==> src/rtl/fetch_pkg.sv <==
// rtl/fetch_pkg.sv - shared fetch-stage defaults and redirect source indices
package fetch_pkg;

  // Defaults for the PC generator.
  localparam logic [31:0] FETCH_RESET_PC = 32'hBFC0_0000;
  localparam int          FETCH_PC_STEP  = 4;

  // Redirect source channels; a lower index wins when several fire together.
  localparam int REDIR_EXC     = 0;
  localparam int REDIR_INDEX   = 1;
  localparam int REDIR_REG     = 2;
  localparam int REDIR_IMM     = 3;
  localparam int NUM_REDIR_SRC = 4;

endpackage

==> src/rtl/pc_redirect_sel.sv <==
// rtl/pc_redirect_sel.sv - combinational priority select over redirect sources
//
// Ports:
//   redirect_valid  per-source request, bit 0 highest priority
//   redirect_pc     per-source target, source i at [i*PC_W +: PC_W]
//   redir_any       any source requesting
//   redir_pc        target of the lowest-index requesting source
module pc_redirect_sel #(
  parameter int NUM_SRC = 4,
  parameter int PC_W    = 32
) (
  input  logic [NUM_SRC-1:0]      redirect_valid,
  input  logic [NUM_SRC*PC_W-1:0] redirect_pc,
  output logic                    redir_any,
  output logic [PC_W-1:0]         redir_pc
);

  // Walk from the lowest priority upward so the last hit is the winner.
  always_comb begin
    redir_any = 1'b0;
    redir_pc  = '0;
    for (int i = NUM_SRC - 1; i >= 0; i--) begin
      if (redirect_valid[i]) begin
        redir_any = 1'b1;
        redir_pc  = redirect_pc[i*PC_W +: PC_W];
      end
    end
  end

endmodule

==> src/rtl/fetch_pc_queue.sv <==
// rtl/fetch_pc_queue.sv - sequential PC generator feeding a DEPTH-entry fetch queue
//
// Ports:
//   clk, resetn      clock and asynchronous active-low reset
//   cur_stall        stops new PC generation; the queue still drains
//   redirect_valid   per-source redirect request (bit 0 highest priority)
//   redirect_pc      per-source redirect target
//   post_allowin     next stage accepts the head entry
//   goon_valid, pc   head entry toward the next stage
//   count, full      queue occupancy
module fetch_pc_queue
  import fetch_pkg::*;
#(
  parameter int              PC_W     = 32,
  parameter int              DEPTH    = 4,
  parameter int              NUM_SRC  = NUM_REDIR_SRC,
  parameter logic [PC_W-1:0] RESET_PC = PC_W'(FETCH_RESET_PC),
  parameter int              PC_STEP  = FETCH_PC_STEP
) (
  input  logic                       clk,
  input  logic                       resetn,
  input  logic                       cur_stall,
  input  logic [NUM_SRC-1:0]         redirect_valid,
  input  logic [NUM_SRC*PC_W-1:0]    redirect_pc,
  input  logic                       post_allowin,
  output logic                       goon_valid,
  output logic [PC_W-1:0]            pc,
  output logic [$clog2(DEPTH+1)-1:0] count,
  output logic                       full
);

  localparam int PTR_W = $clog2(DEPTH);
  localparam int CNT_W = $clog2(DEPTH + 1);

  logic              redir_any;
  logic [PC_W-1:0]   redir_pc;
  logic              push;
  logic              pop;

  logic [PC_W-1:0]   gen_pc_q, gen_pc_d;
  logic [PTR_W-1:0]  head_q, head_d;
  logic [PTR_W-1:0]  tail_q, tail_d;
  logic [CNT_W-1:0]  count_q, count_d;
  logic [PC_W-1:0]   entry_q [DEPTH];
  logic [PC_W-1:0]   entry_d [DEPTH];

  pc_redirect_sel #(
    .NUM_SRC (NUM_SRC),
    .PC_W    (PC_W)
  ) u_sel (
    .redirect_valid (redirect_valid),
    .redirect_pc    (redirect_pc),
    .redir_any      (redir_any),
    .redir_pc       (redir_pc)
  );

  assign full       = (count_q == CNT_W'(DEPTH));
  assign count      = count_q;
  assign pc         = entry_q[head_q];
  // A redirect kills the head in the same cycle, so no handshake completes.
  assign goon_valid = (count_q != '0) && !redir_any;
  assign pop        = goon_valid && post_allowin;
  // When full, a same-cycle pop frees the slot the push is about to use.
  assign push       = !redir_any && !cur_stall && (!full || pop);

  always_comb begin
    gen_pc_d = gen_pc_q;
    head_d   = head_q;
    tail_d   = tail_q;
    count_d  = count_q;
    entry_d  = entry_q;
    if (redir_any) begin
      gen_pc_d = redir_pc;
      head_d   = '0;
      tail_d   = '0;
      count_d  = '0;
    end else begin
      if (push) begin
        entry_d[tail_q] = gen_pc_q;
        tail_d          = tail_q + PTR_W'(1);
        gen_pc_d        = gen_pc_q + PC_W'(PC_STEP);
      end
      if (pop) begin
        head_d = head_q + PTR_W'(1);
      end
      case ({push, pop})
        2'b10:   count_d = count_q + CNT_W'(1);
        2'b01:   count_d = count_q - CNT_W'(1);
        default: count_d = count_q;
      endcase
    end
  end

  always_ff @(posedge clk or negedge resetn) begin
    if (!resetn) begin
      gen_pc_q <= RESET_PC;
      head_q   <= '0;
      tail_q   <= '0;
      count_q  <= '0;
      for (int i = 0; i < DEPTH; i++) begin
        entry_q[i] <= '0;
      end
    end else begin
      gen_pc_q <= gen_pc_d;
      head_q   <= head_d;
      tail_q   <= tail_d;
      count_q  <= count_d;
      entry_q  <= entry_d;
    end
  end

endmodule

==> config.mk <==
export PLATFORM = sky130hd
export DESIGN_NAME = fetch_pc_queue
export DESIGN_NICKNAME = d
export VERILOG_FILES = /design/src/rtl/fetch_pkg.sv /design/src/rtl/pc_redirect_sel.sv /design/src/rtl/fetch_pc_queue.sv
export SDC_FILE = /design/constraint.sdc
export NUM_CORES = 1
export LEC_CHECK = 0
export ABC_AREA = 1
export BUFFER_PORTS_ARGS = -buffer_cell sky130_fd_sc_hd__buf_2
export CORE_MARGIN = 1.5
export CORE_UTILIZATION = 40
export CTS_BUF_LIST = sky130_fd_sc_hd__clkbuf_4 sky130_fd_sc_hd__clkbuf_8 sky130_fd_sc_hd__clkbuf_16
export DETAILED_ROUTE_END_ITERATION = 12
export GPL_TIMING_DRIVEN = 0
export HOLD_SLACK_MARGIN = 0.02
export PLACE_DENSITY_LB_ADDON = 0.25
export SKIP_LAST_GASP = 1
export SYNTH_ARGS = -nofsm -noshare
export SYNTH_HDL_FRONTEND = slang
export SYNTH_HIERARCHICAL = 1
export SYNTH_SLANG_ARGS = --single-unit
==> constraint.sdc <==
create_clock -name clk -period 4.62 [get_ports clk]
set_input_delay 0.231 -clock clk [delete_from_list [all_inputs] [get_ports clk]]
set_output_delay 0.231 -clock clk [all_outputs]
set_load 0.01 [all_outputs]
Word-level counts from Yosys, hierarchy flattened:

Cells that the tools add are included.

* flip-flop bits (word level): 167
* input bits: 136
* logic and storage cells: 58

* $add $sub $neg: 5
* $lt $le $gt $ge: 3
* eq/ne operators: 3
* multiplexer cells: 22
* bitwise gates (word level): 3
* reductions and logical operators: 14

Operator list (count)
* 32-bit two-way mux: 9
* 128-bit bitwise mux: 1
* 32-bit binary-select mux with 2-bit select: 1
* 32-bit demux with 2-bit select: 1
* 32-bit by 3-bit adder with 32-bit output (second input constant): 1
* 2-bit two-way mux: 4
* 3-bit greater-or-equal comparator (second input constant): 2
* 2-bit NOT with 3-bit output: 2
* 3-bit case mux with 2 select lines: 1
* 3-bit nonzero test: 2
* 1-bit logical AND: 5
* 2-bit by 1-bit adder with 2-bit output (second input constant): 2
* 1-bit two-way mux: 4
* 2-bit nonzero test: 2
* 3-bit by 1-bit adder with 3-bit output (second input constant): 1
* 3-bit == test (second input constant): 1
* 1-bit zero test: 3
* 3-bit by 1-bit less-than comparator with 1-bit output (second input constant): 1
* 3-bit two-way mux: 1
* 3-bit by 1-bit subtractor with 3-bit output (second input constant): 1
* 2-bit by 1-bit == test with 1-bit output (second input constant): 1
* 2-bit == test (second input constant): 1
* 2-bit AND reduction: 1
* 1-bit logical OR: 1
* 1-bit NOT: 1

Longest topological paths before layout:

* depth after elaboration: 12
* mapped depth: 12
* gate-level depth less buffers: 10

By module:

The synthesis kept the hierarchy.

Modules (own cells, without submodules)
* fetch_pc_queue: times used 1, cells an instance 1067, area each 8329.2 um2, seq. area each 4190.3 um2
* pc_redirect_sel: times used 1, cells an instance 286, area each 1417.6 um2, seq. area each 0.0 um2

Least setup slack after synthesis:

No wires, ideal clock.

* path kind: input to register
* start: in redirect_valid[3]
* end: reg count_q[2], in the netlist count[2]
* library setup time: 0.118 ns
* data arrival time: 1.793 ns
* required time: 4.502 ns
* slack: 2.709 ns
* cell stages on the path: 12
* cells stage by stage: buf_2 > buf_4 > nor2_1 > nand2_1 > inv_1 > nand4_1 > inv_1 > fa_1 > xnor2_1 > xor2_1 > nand2_1 > nand2_1

* word-level cells in the longest chain between the ends: 12

RTL lines
* start, declared: RTL line fetch_pc_queue.sv:23 `input logic [NUM_SRC-1:0] redirect_valid,`
* 1-bit two-way mux * (4 in a row): RTL line pc_redirect_sel.sv:23 `if (redirect_valid[i]) begin`
* named net redir_any: RTL line fetch_pc_queue.sv:35 `logic redir_any;`
* 1-bit zero test: RTL line fetch_pc_queue.sv:61, fetch_pc_queue.sv:64
* 1-bit logical AND: RTL line fetch_pc_queue.sv:61 `assign goon_valid = (count_q != '0) && !redir_any;`
* 1-bit logical AND: RTL line fetch_pc_queue.sv:62 `assign pop = goon_valid && post_allowin;`
* 1-bit logical OR: RTL line fetch_pc_queue.sv:64 `assign push = !redir_any && !cur_stall && (!full || pop);`
* 1-bit logical AND: RTL line fetch_pc_queue.sv:64
* 2-bit by 1-bit == test with 1-bit output / 2-bit == test (equally long branches): RTL line fetch_pc_queue.sv:86 `case ({push, pop})`
* 3-bit case mux with 2 select lines: RTL line fetch_pc_queue.sv:86
* 3-bit two-way mux: RTL line fetch_pc_queue.sv:72 `if (redir_any) begin`
* end signal, assigned: RTL line fetch_pc_queue.sv:107 `count_q <= count_d;`
* end, declared: RTL line fetch_pc_queue.sv:43 `logic [CNT_W-1:0] count_q, count_d;`

The timed path passes the listed nets; every way through them passes the cells marked *.
A chain may end at the register's enable or synchronous reset.

Final worst setup path:

* start: reg head_q[0]
* end: out pc[16]

* word-level cells in the longest chain between the ends: 4

RTL lines
* start, declared: RTL line fetch_pc_queue.sv:41 `logic [PTR_W-1:0] head_q, head_d;`
* start signal, assigned: RTL line fetch_pc_queue.sv:97 `head_q <= '0;`
* start signal, assigned: RTL line fetch_pc_queue.sv:105 `head_q <= head_d;`
* 2-bit NOT with 3-bit output (implied by the code): RTL line fetch_pc_queue.sv:59 `assign pc = entry_q[head_q];`
* 32-bit binary-select mux with 2-bit select: RTL line fetch_pc_queue.sv:59
* 32-bit two-way mux (implied by the code) (2 in a row): RTL line fetch_pc_queue.sv:59
* end, declared: RTL line fetch_pc_queue.sv:27 `output logic [PC_W-1:0] pc,`

No other way between the ends. The select of a mux whose other input is x is not followed.

==> summary.txt <==
Critical Path AT: 2.25 ns
CP Data Required Time: 4.39 ns
outcome: finished clean
Warnings, synthesis: 6
Vias/cell: 5.11
pre-CTS WS: 2.39 ns
FF+latch count, synth: 167
switching share of total power: 0.293
Routed WL per cell: 16.0 µm
largest net degree at the start of global routing: 124
Logic pwr share: 0.171
Pre-antenna DRT Iters: 5
VDD IR max: 243 µV
final instance area: 11600 µm²
antenna-violating nets left: 0
WS Path Type: reg2out
Initial Util: 0.412
sequential area share after synthesis: 0.430
DP HPWL: 22300 µm
Pwr Density: 323 nW/µm²
# rows: 56
Critical Path End Type: primary output
Avg Inst Size Synth: 7.20 µm²
post-cts sizing count: 0
Setup-failing EPs final: 0
Peak Freq: 403 MHz
Global Route Usage Sum: 0.242
TritonCTS buffer count: 17
setup ws final: 2.14 ns
Pint: 2.66 mW
HP Class: in2reg
initial antenna violation count: 0
RSZ-0062 raised after global routing: no
Mapped Area: 9750 µm²
hold violation count in the final report: 0
Die Area: 25300 µm²
via count: 9580
fraction of layout cells with a size suffix above 1: 0.203
fin crit share: 0.538
clock root cell: clkbuf_16
global route overflow: 0
worst slew pin tran: 0.633 ns
EDFF count, synth: 0
Antenna Cells: 0
Critical Path Start Type: flip-flop
DR iter-0 viols: 826
most frequent cells in the layout: nand2_1, buf_2, dfrtp_1, nor2_1, o21ai_1
Max Slew Vio Count: 0
GP Congestion: 0.889
vias in the first global route: 9404
Clock transition at path regs: 0.06 ns
crit-path max FO: 10
Top FF cell, synth: dfrtp_1
asr flop ratio synth: 1.00
CTS tree: built
die width: 159 µm
max-cap check violation count: 0
Sw Pwr: 1.10 mW
total leakage power: 5.85 nW
post-layout util: 0.491
clk_skew: 0.0142 ns
Flop pwr share: 0.438
placed inst area: 11000 µm²
CTS Sinks: 167
clock group share of total power: 0.390
Tmin final: 2.48 ns
nets: 1684
synthesized instance count: 1353
Setup TNS: 0 ns
Slew Limit Headroom: 0.578
Post-route DRC: 0
Routed WL: 30100 µm
Clk Latency, worst-skew pair: 0.44 ns
syn nets: 1495
I/O pins: 173
area delta synth->final: 19.4%
CTS Buffer Depth: 2
commonest non-fill, non-tap cell in the layout: nand2_1
H-Tree Depth: 4
IO buf count: 168
die height: 159 µm
Yosys cell types: 33
post-CTS setup buffers: 0
first-pass GRT wire length: 48800 µm
core area: 23700 µm²
hold_ws: 0.106 ns
## cells by family (layout without fill, tap and decap cells)
| group | after synthesis | count (layout) | share of synthesized area |
|---|---|---|---|
| buf+inv | 149 | 351 | 0.0910 |
| compound gates | 273 | 273 | 0.145 |
| flops | 167 | 167 | 0.430 |
| simple gates | 751 | 751 | 0.319 |
| fa+ha+maj | 6 | 6 | 0.00847 |
| xor+xnor | 7 | 7 | 0.00629 |
## metrics by stage
| stage | std cells | total power, mW |
|---|---|---|
| 5_1_grt | 1874 | 3.94 |
| 4_1_cts | 1874 | 3.78 |
| 6_report | 1874 | 3.76 |
| 3_5_place_dp | 1841 | 2.32 |
| 3_3_place_gp | 1840 | 2.31 |
| 2_1_floorplan | 1353 | 2.04 |
## power groups by stage
stage	Clock (mW)	Combinational (mW)	Sequential [mW]
finish	1.47	0.645	1.65
floorplan	0	0.386	1.65
CTS	1.48	0.649	1.65
global placement	0	0.636	1.67
global route	1.55	0.725	1.66
detailed placement	0	0.645	1.67
## synth_stat cells, drive strengths merged (6+ instances only)
library cell    n  area [µm²]
inv            69         277
nand2         469        1830
dfstp           9         236
nor2          187         797
buf            61         519
clkbuf         19        91.3
nand3          88         445
dfrtp         158        3950
o21ai         206        1030
xor2            6        52.6
a21oi          34         170
o22ai          32         200
nand4           6        37.5
## final cells by class
type	instances	area, µm²
repair buffers	170	888
fillers	2506	12000
well taps	319	399
plain buffers	80	611
clock inverters	12	141
multi-input cells	1037	4670
flip-flops and latches	167	4190
inverters	69	277
clock buffers	20	460
## state kept, by name, summed over array words and instances, names as in the netlist
name	cells
tail_q	2
entry_q	128
head_q	2
gen_pc_q	32
count	3
## routing by layer
metal | global-route usage | up-vias | wire (µm)
met5 | 0 | - | 0
met4 | 0.0909 | 0 | 803
met3 | 0.0406 | 43 | 1850
met2 | 0.399 | 394 | 14000
met1 | 0.318 | 4403 | 13400
li1 | - | 4740 | -
## worst paths after layout
| check | slack [ns] | cells past startpoint | endpoint | from |
|---|---|---|---|---|
| worst max-delay path | 2.14 | 7 | pc[16] | head_q[0] |
| worst min-delay path | 0.11 | 5 | gen_pc_q[1] | redirect_pc[1] |
| worst min register to register | 0.48 | 2 | entry_q[58] | entry_q[58] |
| worst max register to register | 2.64 | 9 | count[2] | count[0] |
| max in group asynchronous | 3.42 | 3 | entry_q[27] | resetn |
| min in group asynchronous | 0.27 | 2 | entry_q[7] | resetn |
## critical path: stages (launching register included)
cell	delay, ns
dfrtp_1	0.38
buf_2	0.19
inv_1	0.14
buf_2	0.26
buf_2	0.31
nor2_1	0.08
o22ai_1	0.28
buf_2	0.19
## what timing repair did
action | in CTS | in global routing
endpoints found under the hold margin | 44 | 0
endpoints found under the setup margin | 0 | 0
hold buffers | 1 | 0
Note: power is estimated with default switching activity, not from simulation.
